$ cat src/rtl/mem_port_arbiter_pkg.sv
// Shared encodings and constants for the unified-memory port arbiter.
// Holds the FSM state type, the latency counter width and the MEM_LAT legality check.
package mem_arb_pkg;

    localparam int unsigned CNT_W = 4;
    localparam int unsigned MEM_LAT_MIN = 1;
    localparam int unsigned MEM_LAT_MAX = 15;

    typedef enum logic [1:0] {
        ST_IDLE    = 2'd0,
        ST_BUSY_IF = 2'd1,
        ST_BUSY_DM = 2'd2
    } arb_state_e;

    // The counter must be able to hold the full latency value at grant time.
    function automatic bit mem_lat_ok(input int unsigned lat);
        return (lat >= MEM_LAT_MIN) && (lat <= MEM_LAT_MAX) && (lat < (1 << CNT_W));
    endfunction

endpackage

$ cat src/rtl/mem_port_arbiter_if.sv
// Bundle of the fetch, data and memory-port signals around the arbiter.
// slave is the arbiter's view; master is the pipeline/memory environment's view.
interface mem_port_arbiter_if #(
    parameter int unsigned ADDR_W = 32,
    parameter int unsigned DATA_W = 32
);
    logic              if_req;
    logic [ADDR_W-1:0] if_addr;
    logic [DATA_W-1:0] if_rdata;
    logic              if_valid;
    logic              if_stall;

    logic              dm_req;
    logic              dm_we;
    logic [ADDR_W-1:0] dm_addr;
    logic [DATA_W-1:0] dm_wdata;
    logic [DATA_W-1:0] dm_rdata;
    logic              dm_valid;
    logic              dm_stall;

    logic              mem_en;
    logic              mem_we;
    logic [ADDR_W-1:0] mem_addr;
    logic [DATA_W-1:0] mem_wdata;
    logic [DATA_W-1:0] mem_rdata;

    modport slave (
        input  if_req, if_addr, dm_req, dm_we, dm_addr, dm_wdata, mem_rdata,
        output if_rdata, if_valid, if_stall, dm_rdata, dm_valid, dm_stall,
        output mem_en, mem_we, mem_addr, mem_wdata
    );

    modport master (
        output if_req, if_addr, dm_req, dm_we, dm_addr, dm_wdata, mem_rdata,
        input  if_rdata, if_valid, if_stall, dm_rdata, dm_valid, dm_stall,
        input  mem_en, mem_we, mem_addr, mem_wdata
    );

endinterface

$ cat src/rtl/mem_port_arbiter_lat_counter.sv
// Loadable down-counter timing the memory read latency; zero flags the capture cycle.
// Saturates at zero so it idles quietly between accesses.
module arb_lat_counter
    import mem_arb_pkg::*;
(
    input  logic             clk,
    input  logic             rst,
    input  logic             load,
    input  logic [CNT_W-1:0] load_val,
    output logic             zero
);

    logic [CNT_W-1:0] cnt_q;

    always_ff @(posedge clk) begin
        if (rst) begin
            cnt_q <= '0;
        end else if (load) begin
            cnt_q <= load_val;
        end else if (cnt_q != '0) begin
            cnt_q <= cnt_q - 1'b1;
        end
    end

    assign zero = (cnt_q == '0);

endmodule

$ cat src/rtl/mem_port_arbiter.sv
// Arbitrates the single-port unified memory between instruction fetch and data access.
// Data has fixed priority; one access is in flight at a time, completed by a valid pulse.
module mem_port_arbiter
    import mem_arb_pkg::*;
#(
    parameter int unsigned ADDR_W  = 32,
    parameter int unsigned DATA_W  = 32,
    parameter int unsigned MEM_LAT = 2
) (
    input logic              clk,
    input logic              rst,
    mem_port_arbiter_if.slave bus
);

    if (!mem_lat_ok(MEM_LAT)) begin : g_bad_lat
        $error("mem_port_arbiter: MEM_LAT must be within 1..15");
    end

    localparam logic [CNT_W-1:0] LatLoad = CNT_W'(MEM_LAT);

    arb_state_e        state_q;
    logic              mem_en_q;
    logic              mem_we_q;
    logic              store_q;
    logic [ADDR_W-1:0] addr_q;
    logic [DATA_W-1:0] wdata_q;
    logic [DATA_W-1:0] if_rdata_q;
    logic [DATA_W-1:0] dm_rdata_q;
    logic              if_valid_q;
    logic              dm_valid_q;
    logic              grant_dm;
    logic              grant_if;
    logic              cnt_zero;

    // A requester's req is already consumed in its own valid cycle.
    always_comb begin
        grant_dm = (state_q == ST_IDLE) && bus.dm_req && !dm_valid_q;
        grant_if = (state_q == ST_IDLE) && !grant_dm && bus.if_req && !if_valid_q;
    end

    arb_lat_counter u_lat_counter (
        .clk      (clk),
        .rst      (rst),
        .load     (grant_dm || grant_if),
        .load_val (LatLoad),
        .zero     (cnt_zero)
    );

    always_ff @(posedge clk) begin
        if (rst) begin
            state_q    <= ST_IDLE;
            mem_en_q   <= 1'b0;
            mem_we_q   <= 1'b0;
            store_q    <= 1'b0;
            addr_q     <= '0;
            wdata_q    <= '0;
            if_rdata_q <= '0;
            dm_rdata_q <= '0;
            if_valid_q <= 1'b0;
            dm_valid_q <= 1'b0;
        end else begin
            mem_en_q   <= 1'b0;
            mem_we_q   <= 1'b0;
            if_valid_q <= 1'b0;
            dm_valid_q <= 1'b0;
            unique case (state_q)
                ST_IDLE: begin
                    if (grant_dm) begin
                        mem_en_q <= 1'b1;
                        mem_we_q <= bus.dm_we;
                        store_q  <= bus.dm_we;
                        addr_q   <= bus.dm_addr;
                        wdata_q  <= bus.dm_wdata;
                        state_q  <= ST_BUSY_DM;
                    end else if (grant_if) begin
                        mem_en_q <= 1'b1;
                        store_q  <= 1'b0;
                        addr_q   <= bus.if_addr;
                        state_q  <= ST_BUSY_IF;
                    end
                end
                ST_BUSY_IF: begin
                    if (cnt_zero) begin
                        if_rdata_q <= bus.mem_rdata;
                        if_valid_q <= 1'b1;
                        state_q    <= ST_IDLE;
                    end
                end
                ST_BUSY_DM: begin
                    if (cnt_zero) begin
                        if (!store_q) begin
                            dm_rdata_q <= bus.mem_rdata;
                        end
                        dm_valid_q <= 1'b1;
                        state_q    <= ST_IDLE;
                    end
                end
                default: state_q <= ST_IDLE;
            endcase
        end
    end

    assign bus.mem_en    = mem_en_q;
    assign bus.mem_we    = mem_we_q;
    assign bus.mem_addr  = addr_q;
    assign bus.mem_wdata = wdata_q;
    assign bus.if_rdata  = if_rdata_q;
    assign bus.if_valid  = if_valid_q;
    assign bus.dm_rdata  = dm_rdata_q;
    assign bus.dm_valid  = dm_valid_q;
    assign bus.if_stall  = bus.if_req && !if_valid_q && !rst;
    assign bus.dm_stall  = bus.dm_req && !dm_valid_q && !rst;

endmodule

$ cat src/flat_wrapper.sv
// flat-port wrapper written by rule: the top's interface ports become plain ports
module mem_port_arbiter_flat import mem_arb_pkg::*;
#(
    parameter int unsigned ADDR_W  = 32,
    parameter int unsigned DATA_W  = 32,
    parameter int unsigned MEM_LAT = 2
)
  (clk, rst, bus_if_req, bus_if_addr, bus_dm_req, bus_dm_we, bus_dm_addr, bus_dm_wdata, bus_mem_rdata, bus_if_rdata, bus_if_valid, bus_if_stall, bus_dm_rdata, bus_dm_valid, bus_dm_stall, bus_mem_en, bus_mem_we, bus_mem_addr, bus_mem_wdata);
  mem_port_arbiter_if #(.ADDR_W(ADDR_W), .DATA_W(DATA_W)) bus_i ();
  input logic clk;
  input logic rst;
  input wire logic [$bits(bus_i.if_req)-1:0] bus_if_req;
  input wire logic [$bits(bus_i.if_addr)-1:0] bus_if_addr;
  input wire logic [$bits(bus_i.dm_req)-1:0] bus_dm_req;
  input wire logic [$bits(bus_i.dm_we)-1:0] bus_dm_we;
  input wire logic [$bits(bus_i.dm_addr)-1:0] bus_dm_addr;
  input wire logic [$bits(bus_i.dm_wdata)-1:0] bus_dm_wdata;
  input wire logic [$bits(bus_i.mem_rdata)-1:0] bus_mem_rdata;
  output wire logic [$bits(bus_i.if_rdata)-1:0] bus_if_rdata;
  output wire logic [$bits(bus_i.if_valid)-1:0] bus_if_valid;
  output wire logic [$bits(bus_i.if_stall)-1:0] bus_if_stall;
  output wire logic [$bits(bus_i.dm_rdata)-1:0] bus_dm_rdata;
  output wire logic [$bits(bus_i.dm_valid)-1:0] bus_dm_valid;
  output wire logic [$bits(bus_i.dm_stall)-1:0] bus_dm_stall;
  output wire logic [$bits(bus_i.mem_en)-1:0] bus_mem_en;
  output wire logic [$bits(bus_i.mem_we)-1:0] bus_mem_we;
  output wire logic [$bits(bus_i.mem_addr)-1:0] bus_mem_addr;
  output wire logic [$bits(bus_i.mem_wdata)-1:0] bus_mem_wdata;
  assign bus_i.if_req = bus_if_req;
  assign bus_i.if_addr = bus_if_addr;
  assign bus_i.dm_req = bus_dm_req;
  assign bus_i.dm_we = bus_dm_we;
  assign bus_i.dm_addr = bus_dm_addr;
  assign bus_i.dm_wdata = bus_dm_wdata;
  assign bus_i.mem_rdata = bus_mem_rdata;
  assign bus_if_rdata = bus_i.if_rdata;
  assign bus_if_valid = bus_i.if_valid;
  assign bus_if_stall = bus_i.if_stall;
  assign bus_dm_rdata = bus_i.dm_rdata;
  assign bus_dm_valid = bus_i.dm_valid;
  assign bus_dm_stall = bus_i.dm_stall;
  assign bus_mem_en = bus_i.mem_en;
  assign bus_mem_we = bus_i.mem_we;
  assign bus_mem_addr = bus_i.mem_addr;
  assign bus_mem_wdata = bus_i.mem_wdata;
  mem_port_arbiter #(.ADDR_W(ADDR_W), .DATA_W(DATA_W), .MEM_LAT(MEM_LAT)) u_core (.clk(clk), .rst(rst), .bus(bus_i));
endmodule
$ cat config.mk
export PLATFORM = sky130hd
export DESIGN_NAME = mem_port_arbiter_flat
export DESIGN_NICKNAME = d
export VERILOG_FILES = /design/src/rtl/mem_port_arbiter_pkg.sv /design/src/rtl/mem_port_arbiter_if.sv /design/src/rtl/mem_port_arbiter_lat_counter.sv /design/src/rtl/mem_port_arbiter.sv /design/src/flat_wrapper.sv
export SDC_FILE = /design/constraint.sdc
export NUM_CORES = 1
export LEC_CHECK = 0
export BUFFER_PORTS_ARGS = -buffer_cell sky130_fd_sc_hd__buf_2
export CORE_MARGIN = 8
export CORE_UTILIZATION = 41
export CTS_BUF_LIST = sky130_fd_sc_hd__clkbuf_8 sky130_fd_sc_hd__clkbuf_16
export DETAILED_ROUTE_END_ITERATION = 8
export PLACE_DENSITY = 0.77
export SLEW_MARGIN = 25
export SYNTH_ARGS = -nofsm -noshare
export SYNTH_HDL_FRONTEND = slang
export SYNTH_SLANG_ARGS = --single-unit
$ cat constraint.sdc
create_clock -name clk -period 1.6 [get_ports clk]
set_clock_uncertainty 0.15 [all_clocks]
set_input_delay 0.08 -clock clk [delete_from_list [all_inputs] [get_ports clk]]
set_output_delay 0.08 -clock clk [all_outputs]
set_load 0.05 [all_outputs]
==> reports/results.ini <==
[outcome]
status=completed

[clock_network]
cts_buffer_depth=2
root_buffer=clkbuf_16
clk_transition_reported_paths_ns=0.06
cts_buffers=17
cts_tree=yes
clkLatencyLatePin_ns=0.41
cts_max_level=4
cts_sinks=139

[detailed_routing]
drt-initial-drc-count=367
num_vias=5828
wl_um=21000
post_drt_wl_per_cell_um=17.9
via_per_inst=4.97
firstDrtPassIters=5
drtAntennaViolNets=0
drcViolationCount=0

[setup_path]
cp_cell_sequence=inv_2 -> ha_4 -> and2_4 -> buf_12 -> mux2i_1 -> o2bb2ai_2
critical_path_class=flip-flop to flip-flop
slowest_stage=dfxtp_2
arrival_ns=1.74
crit_required_ns=1.75
path_delay_family=flip-flops
crit_buf_inv=2
critPathLaunchType=flip-flop
crit_fanout=8
cpPeakStageDelay_ns=0.33
cp-end-kind=flip-flop

[sta]
setup_viol=0
min_period_over_period_pct=99.1
max_slew_margin_pct=76.8
fin_worst_hold_slack_ns=0.164
rsz0062_at_grt=true
fin_crit_ns=1.59
hold_viol=0
max_freq_mhz=630
setup_slack_ns=0.0138
tns_ns=0
tightest_slew_ns=0.345
drv_slew=0

[synth]
synth-warning-count=0
yosysSeqAreaShare_pct=54.4
post-synth-top-area-fraction_pct=54.4
synthAdderAreaFrac_pct=0.734
synth_largest_area_cell=dfxtp_1
syn_inst=580
synth_xor_area_share_pct=0
synth-compound-area-share_pct=16.4
syn-cell-area_um2=5120
muxShareOfSynthArea_pct=6.26
synth_area_leaders=dfxtp_1 (54%), nand2_1 (14%), a21oi_1 (9.6%), mux2i_1 (6.3%), o2bb2ai_1 (5.5%)
syn_area_per_cell_um2=8.82
synth_seq_cells=139
synth_fp_nets=716
synth.distinct_cells=30
synthSimpleGateAreaFrac_pct=17.1
synth_top_family_by_area=simple AND/OR/NAND/NOR gates

[finish]
fin_cells=1173
area_growth_pct=76.8
n_fill_cell=861
layout.nets=1123
seqCellArea_um2=2790
multi_input_area_um2=2270
drive_above_1_share_pct=37.3

[global_route]
grt-ovfl-total=0
grt_pass1_vias=5891
antenna_found_initial=1
grtUsageTotal_pct=23.4
grt_max_degree=34
grt_pass1_wl_um=30200

[place]
finalWeightedCongestion=0.797
place_hpwl_um=11500
portBuffers=266
placed_cells=999
dp_slack_ns=-0.0503

[die]
coreArea_um2=12400
start_util_pct=41.2
die_w_um=128
num_io_pins=267
rows=41
die-area_um2=16300
die_height_um=128

[hold_path]
hold_path_class=primary input to flip-flop

[flow_run]
maxCapViolCount=0

[power]
vdd_ir_drop_max_uv=801
power.total_mw=11.8
p_leak_nw=4.14
p_per_area_nw_per_um2=1310

-- placed cells by master, fill, tap and decap left out, drive strengths merged, types with 3 or more instances in the layout --
cell | Yosys | layout
clkinv | 0 | 5
o2bb2ai | 32 | 32
inv | 4 | 6
mux2i | 32 | 32
nor2b | 5 | 5
nor3 | 3 | 3
dfxtp | 139 | 139
o21ai | 4 | 4
buf | 25 | 295
a21oi | 98 | 98
dlygate4sd3 | 0 | 131
nor2 | 4 | 4
nand2 | 196 | 196
ha | 3 | 3
clkbuf | 20 | 30
-- synth_stat cells --
library cell / n
and2_1: 2
nand2_1: 196
a21oi_1: 98
nand3_1: 1
nor4_2: 1
nor3_2: 1
dfxtp_1: 139
clkbuf_1: 19
nor3_1: 2
or2_2: 1
nor2b_1: 5
o21ai_0: 4
a21o_1: 1
inv_1: 4
buf_1: 2
and3_1: 1
ha_1: 3
o41ai_2: 1
nor3b_1: 2
and3b_1: 2
buf_4: 4
a211oi_1: 1
buf_2: 13
buf_6: 6
o2bb2ai_1: 32
clkbuf_2: 1
a21boi_0: 1
a22oi_1: 1
mux2i_1: 32
nor2_1: 4
-- final timing paths --
check | startpoint | endpoint | slack [ns] | cells after the start
setup / recovery | u_core.state_q[0] | u_core.bus.mem_addr[15] | 0.01 | 6
hold / removal | bus_dm_req | u_core.bus.mem_we | 0.16 | 4
hold reg to reg | u_core.bus.mem_wdata[13] | u_core.bus.mem_wdata[13] | 0.30 | 2
setup reg to reg | u_core.state_q[0] | u_core.bus.mem_addr[15] | 0.01 | 6
-- what timing repair did --
action / CTS / global route
hold endpoints to repair: 131 / 0
resized for setup: 5 / 45
setup buffers: 0 / 3
cloned: 0 / 7
pin swaps: 1 / 3
setup endpoints to repair: 48 / 105
hold buffers: 131 / 0
-- worst register-to-register path, delay by kind of cell (launching register included) --
kind	cells	cell delay, ns
adders and majority gates	1	0.16
muxes	1	0.27
buffers and inverters	2	0.25
AOI/OAI and AO/OA	1	0.09
DFF	1	0.33
and+or+nand+nor	1	0.24
-- layer usage --
| metal | GRT usage [%] | vias up | part of all wire [%] |
|---|---|---|---|
| met3 | 8.24 | 78 | 8.0 |
| met1 | 24.8 | 2672 | 38 |
| li1 | - | 2761 | - |
| met5 | 0 | - | 0 |
| met4 | 14.3 | 0 | 4.5 |
| met2 | 39.4 | 317 | 49 |
-- area by class of cell --
class	instances	share of cell area, %
clock buffers	23	5.61
multi-input cells	392	25.1
clock inverters	8	0.484
inverters	4	0.166
well taps	172	2.38
repair buffers	433	35.4
flip-flops and latches	139	30.8
diodes	2	0.0553
-- kinds of logic after synthesis --
logic type	Yosys count
buf+inv	49
flops	139
mux	32
compound gates	139
fa+ha+maj	3
simple gates	218
-- registers in the layout, indices dropped and copies added, names as in the netlist --
register                    count
u_core.bus.dm_rdata            32
u_core.u_lat_counter.cnt_q      4
u_core.state_q                  2
u_core.bus.if_rdata            32
u_core.store_q                  1
u_core.bus.dm_valid             1
u_core.bus.mem_we               1
u_core.bus.mem_wdata           32
u_core.bus.if_valid             1
u_core.bus.mem_en               1
u_core.bus.mem_addr            32
-- report_power, final --
group	switching [mW]	internal, mW
clock network	1.43	2.20
logic	2.61	1.44
registers	0.252	3.87
total	4.30	7.51
-- stage by stage --
step,area [µm²],util [%]
6_report,9050,72.9
5_1_grt,9040,72.9
4_1_cts,8650,69.7
3_5_place_dp,6770,54.6
3_3_place_gp,6770,54.6
2_1_floorplan,5120,-
(Power assumes the default switching activity.)
